`config.mk`:
```
export PLATFORM = sky130hd
export DESIGN_NAME = name_sequencer
export DESIGN_NICKNAME = d
export VERILOG_FILES = /design/src/rtl/name_seq_pkg.sv /design/src/rtl/tick_prescaler.sv /design/src/rtl/name_sequencer.sv
export SDC_FILE = /design/constraint.sdc
export NUM_CORES = 1
export LEC_CHECK = 0
export ABC_AREA = 0
export BUFFER_PORTS_ARGS = -buffer_cell sky130_fd_sc_hd__buf_2
export CORE_ASPECT_RATIO = 0.5
export CORE_MARGIN = 5
export CORE_UTILIZATION = 55
export DETAILED_ROUTE_END_ITERATION = 16
export GPL_TIMING_DRIVEN = 1
export PLACE_DENSITY = 0.73
export SLEW_MARGIN = 20
export SYNTH_ARGS = -nofsm -noshare
export SYNTH_HDL_FRONTEND = slang
export SYNTH_SLANG_ARGS = --single-unit
```
`constraint.sdc`:
```
create_clock -name clk -period 2.55 [get_ports clk]
set_input_delay 0.3825 -clock clk [delete_from_list [all_inputs] [get_ports clk]]
set_output_delay 0.3825 -clock clk [all_outputs]
set_load 0.005 [all_outputs]
```
`src/rtl/name_seq_pkg.sv`:
```
// Shared constants and state encoding for the name sequencer and its decoder.
// Used by rtl/name_sequencer.sv, rtl/tick_prescaler.sv and the bench.
package name_seq_pkg;

    typedef enum logic [1:0] {
        ST_IDLE  = 2'd0,
        ST_SHOW  = 2'd1,
        ST_GAP   = 2'd2,
        ST_PAUSE = 2'd3
    } state_e;

    localparam logic [3:0] BLANK_CODE_DEF  = 4'hF;
    localparam int         NUM_LETTERS_DEF = 8;
    localparam int         TICK_DIV_DEF    = 10_000_000;
    localparam int         END_PAUSE_DEF   = 2;

    // Counter width for values 0..n-1, never narrower than one bit.
    function automatic int cnt_width(input int n);
        return (n > 1) ? $clog2(n) : 1;
    endfunction

endpackage

```
`src/rtl/tick_prescaler.sv`:
```
// Letter-rate prescaler: one-cycle tick every (DIV >> shift) enabled cycles.
// Frozen while ena is low; clr restarts the count from zero.
module tick_prescaler
    import name_seq_pkg::*;
#(
    parameter int DIV = TICK_DIV_DEF
) (
    input  logic       clk,
    input  logic       rst_n,
    input  logic       ena,
    input  logic       clr,
    input  logic [1:0] shift,
    output logic       tick
);

    localparam int CW = cnt_width(DIV);

    logic [CW-1:0] cnt_q;
    logic [CW-1:0] cnt_d;
    logic [CW-1:0] term;

    always_comb begin
        term  = CW'((DIV >> shift) - 1);
        tick  = ena && (cnt_q == term);
        cnt_d = cnt_q;
        if (ena) begin
            // Overshoot after a speed-up wraps silently instead of ticking.
            if (clr || (cnt_q >= term)) begin
                cnt_d = '0;
            end else begin
                cnt_d = cnt_q + CW'(1);
            end
        end
    end

    always_ff @(posedge clk or negedge rst_n) begin
        if (!rst_n) begin
            cnt_q <= '0;
        end else begin
            cnt_q <= cnt_d;
        end
    end

endmodule

```
`src/rtl/name_sequencer.sv`:
```
// Steps a letter index at a programmable rate to drive the 7-segment decoder.
// Define NAME_SEQ_GAP_EN to insert a one-tick blank between letters.
module name_sequencer
    import name_seq_pkg::*;
#(
    parameter int         TICK_DIV        = TICK_DIV_DEF,
    parameter int         NUM_LETTERS     = NUM_LETTERS_DEF,
    parameter int         END_PAUSE_TICKS = END_PAUSE_DEF,
    parameter logic [3:0] BLANK_CODE      = BLANK_CODE_DEF
) (
    input  logic       clk,
    input  logic       rst_n,
    input  logic       ena,
    input  logic       start,
    input  logic       stop,
    input  logic       loop,
    input  logic [1:0] speed,
    output logic [3:0] digit,
    output logic       busy,
    output logic       done
);

    localparam int IW = cnt_width(NUM_LETTERS);
    localparam int PW = cnt_width(END_PAUSE_TICKS);

    localparam logic [IW-1:0] LAST_IDX   = IW'(NUM_LETTERS - 1);
    localparam logic [PW-1:0] LAST_PAUSE = PW'(END_PAUSE_TICKS - 1);

    state_e        state_q, state_d;
    logic [IW-1:0] idx_q, idx_d;
    logic [PW-1:0] pause_q, pause_d;
    logic [3:0]    digit_q, digit_d;
    logic          busy_q, busy_d;
    logic          done_q, done_d;
    logic          tick;
    logic          clr;
    logic          last_letter;

    tick_prescaler #(
        .DIV(TICK_DIV)
    ) u_prescaler (
        .clk  (clk),
        .rst_n(rst_n),
        .ena  (ena),
        .clr  (clr),
        .shift(speed),
        .tick (tick)
    );

    assign last_letter = (idx_q == LAST_IDX);

    always_comb begin
        state_d = state_q;
        idx_d   = idx_q;
        pause_d = pause_q;
        done_d  = 1'b0;
        clr     = 1'b0;
        if (ena) begin
            if (stop) begin
                state_d = ST_IDLE;
                idx_d   = '0;
                pause_d = '0;
                clr     = 1'b1;
            end else begin
                unique case (state_q)
                    ST_IDLE: begin
                        if (start) begin
                            state_d = ST_SHOW;
                            idx_d   = '0;
                            pause_d = '0;
                            clr     = 1'b1;
                        end
                    end
                    ST_SHOW: begin
                        if (tick) begin
`ifdef NAME_SEQ_GAP_EN
                            state_d = ST_GAP;
`else
                            if (!last_letter) begin
                                idx_d = idx_q + IW'(1);
                            end else begin
                                state_d = ST_PAUSE;
                                pause_d = '0;
                            end
`endif
                        end
                    end
`ifdef NAME_SEQ_GAP_EN
                    ST_GAP: begin
                        if (tick) begin
                            if (!last_letter) begin
                                state_d = ST_SHOW;
                                idx_d   = idx_q + IW'(1);
                            end else begin
                                state_d = ST_PAUSE;
                                pause_d = '0;
                            end
                        end
                    end
`endif
                    ST_PAUSE: begin
                        if (tick) begin
                            if (pause_q != LAST_PAUSE) begin
                                pause_d = pause_q + PW'(1);
                            end else if (loop) begin
                                state_d = ST_SHOW;
                                idx_d   = '0;
                                pause_d = '0;
                            end else begin
                                state_d = ST_IDLE;
                                idx_d   = '0;
                                pause_d = '0;
                                done_d  = 1'b1;
                            end
                        end
                    end
                    default: begin
                        state_d = ST_IDLE;
                        idx_d   = '0;
                        pause_d = '0;
                    end
                endcase
            end
        end
        // Outputs are registered from the next state so they line up with it.
        digit_d = (state_d == ST_SHOW) ? 4'(idx_d) : BLANK_CODE;
        busy_d  = (state_d != ST_IDLE);
    end

    always_ff @(posedge clk or negedge rst_n) begin
        if (!rst_n) begin
            state_q <= ST_IDLE;
            idx_q   <= '0;
            pause_q <= '0;
            digit_q <= BLANK_CODE;
            busy_q  <= 1'b0;
            done_q  <= 1'b0;
        end else begin
            state_q <= state_d;
            idx_q   <= idx_d;
            pause_q <= pause_d;
            digit_q <= digit_d;
            busy_q  <= busy_d;
            done_q  <= done_d;
        end
    end

    assign digit = digit_q;
    assign busy  = busy_q;
    assign done  = done_q & ena;

endmodule

```
==> impl_metrics.env <==
export IMPL_crit_required_ps=2750
export IMPL_grt_max_degree=37
export IMPL_wl_per_cell_um=14.8
export IMPL_viasPerCell=5.77
export IMPL_rows=17
export IMPL_grt_pass1_wl_um=9340
export IMPL_utilization_pct=65.0
export IMPL_clk_pin_slew_worst_paths_ps=80
export IMPL_start_util_pct=56.2
export IMPL_cts_tree="done"
export IMPL_synth_edf_count=0
export IMPL_finalHoldViolCount=0
export IMPL_synth_main_ff_cell="dfrtp_1"
export IMPL_coreArea_sq_um=4340
export IMPL_yosysWarnings=0
export IMPL_crit_family="simple AND/OR/NAND/NOR gates"
export IMPL_areaGrowthSynthToFinish_pct=15.6
export IMPL_detail_route_antenna_nets=0
export IMPL_maxSlewHeadroom_pct=47.4
export IMPL_fmax_ghz=0.415
export IMPL_cts_sinks=36
export IMPL_leakage_nw=1.37
export IMPL_worstPathArrival_ps=2610
export IMPL_synth_ff_latch_count=36
export IMPL_h_tree_depth=2
export IMPL_wl_met1_um=2560
export IMPL_fin_crit_sh_pct=94.5
export IMPL_post_place_ws_ps=-278
export IMPL_slew_violations=0
export IMPL_fin_skew_ps=8.23
export IMPL_hp_class="primary input to async pin"
export IMPL_synthTopCellsByArea="dfrtp_1 (33%), ha_1 (14%), nor2_1 (4.8%)"
export IMPL_place_area_sq_um=2680
export IMPL_finalPower_mw=1.24
export IMPL_worst_path_max_fanout=4
export IMPL_max_stage_delay_ps=350
export IMPL_syn_cell_area_sq_um=2440
export IMPL_dr_wl_met2_um=2450
export IMPL_worstSkewPairLatency_ps=290
export IMPL_nFillCells=358
export IMPL_grt_pass1_vias=1997
export IMPL_vias=2072
export IMPL_synth_largest_area_cell="dfrtp_1"
export IMPL_synthTopCellsByCount="dfrtp_1 (32), nor2_1 (31), ha_1 (28)"
export IMPL_instances_no_fill=359
export IMPL_die_w_um=104
export IMPL_ir_worst_vdd_mv=0.362
export IMPL_n_antenna_cell=0
export IMPL_clock_tree_root_cell="clkbuf_8"
export IMPL_startpoint_type="primary input"
export IMPL_drt_iter0_markers=117
export IMPL_setup_viol=0
export IMPL_dpl_cell_count=350
export IMPL_synthCells=269
export IMPL_synthArstFlopShare_pct=100
export IMPL_cpMaxStageDelayCell="ha_1"
export IMPL_gp_congestion=0.854
export IMPL_pin_count=14
export IMPL_drt_pass1_iter_count=5
export IMPL_drc=0
export IMPL_cts_hold_buf=0
export IMPL_grt_setup_unrepaired="true"
export IMPL_synth_most_common_cell="dfrtp_1"
export IMPL_yosysTopAreaCellShare_pct=32.8
export IMPL_cap_violations=0
export IMPL_stdcell_area_sq_um=2820
export IMPL_place_hpwl_um=3920
export IMPL_highest_layer="met4"
export IMPL_cts_max_path_buffers=2
export IMPL_fin_nets=337
export IMPL_grt_total_usage_pct=19.1
export IMPL_tightest_slew_ps=790
export IMPL_path_cells="buf_2 > inv_1 > ha_1 > buf_4 > ha_1 > nand4_1 > buf_4 > nor2_1 > nand4_1 > a32o_1 > nor2_2 > o221ai_1"
export IMPL_cp_num_buf_inv=4
export IMPL_synth_nets=305
export IMPL_antenna_found_initial=0
export IMPL_min_period_ps=2410
export IMPL_worstSetupEndpointType="flop"
export IMPL_synth_cell_types=45
export IMPL_die_area_sq_um=5950
export IMPL_ys_seq_area_share_pct=37.1
export IMPL_worst_slack_ps=140
export IMPL_io_buffers=13
export IMPL_dr_wl_met3_um=255
export IMPL_drive_gt1_share_pct=18.2
export IMPL_gr_total_overflow=0
export IMPL_power_per_cell_area_nw_per_um2=439
export IMPL_wirelength_um=5320
export IMPL_cts_buffers=5
export IMPL_status="finished clean"
export IMPL_die_h_um=57.1
export IMPL_worstSetupPathType="primary input to flop"
export IMPL_avgSynthCellArea_sq_um=9.07
[timing repair]
action	in CTS	in global routing
buffers inserted	0	1
setup endpoints to repair	0	26
resized for setup	0	7
[kinds of logic after synthesis]
family,Yosys count,synth area share (%)
mux,2,0.821
xor+xnor,16,5.75
fa+ha+maj,28,14.4
buf+inv,25,4.62
compound gates,50,13.1
flops,36,37.1
simple gates,112,24.2
[flip-flops by register name (all words and copies together), names as in the netlist]
register,count
u_prescaler.cnt_q,24
pause_q,1
state_q,2
busy,1
idx_q,3
done_q,1
digit,4
[placed cells by master, fill, tap and decap left out, drive strengths merged, types with 4 or more instances in the layout]
cell type | synthesis | layout
clkbuf | 5 | 7
a21o | 5 | 5
dfstp | 4 | 4
and3 | 8 | 8
nor2 | 32 | 32
nand2 | 25 | 25
xnor2 | 4 | 4
inv | 17 | 17
o21ai | 17 | 17
buf | 3 | 33
dfrtp | 32 | 32
nand2b | 5 | 5
nand3 | 11 | 11
nand4 | 12 | 12
xor2 | 12 | 12
ha | 28 | 28
and2 | 4 | 4
a21oi | 11 | 11
[per-layer routing]
layer  up-vias  track usage, %
met5         -               0
met4         0            5.17
met3         8            4.63
met2        54            31.1
met1       992            26.0
li1       1018               -
[metrics by stage]
stage	setup TNS [ps]	hold WS [ps]
after floorplan	0	86.9
after global placement	-1590	506
after detailed placement	-4810	514
after CTS	0	197
after global routing	-19.3	222
final	0	163
[path summary, 6_finish.rpt]
path	startpoint	to	slack [ps]	cells after the start
max	speed[0]	digit[1]	140	12
min	rst_n	u_prescaler.cnt_q[0]	160	1
max reg2reg	u_prescaler.cnt_q[23]	digit[1]	270	7
min reg2reg	u_prescaler.cnt_q[0]	u_prescaler.cnt_q[0]	550	2
max in group asynchronous	rst_n	u_prescaler.cnt_q[17]	1870	1
min in group clk	stop	pause_q	390	2
[layout make-up]
type	count	area (sq um)	area share, %
multi-input combinational	208	1470	52.0
sequential	36	906	32.1
timing repair buffer	33	231	8.21
clock buffer	7	76.3	2.71
tap	57	71.3	2.53
inverter	17	63.8	2.26
clock inverter	1	5.00	0.178
[report_power, final]
part	leakage, nW	switching [mW]	internal (mW)
Clock	0.0422	0.203	0.192
Combinational	0.855	0.111	0.0906
Sequential	0.473	0.0339	0.606
(Power assumes the default switching activity.)
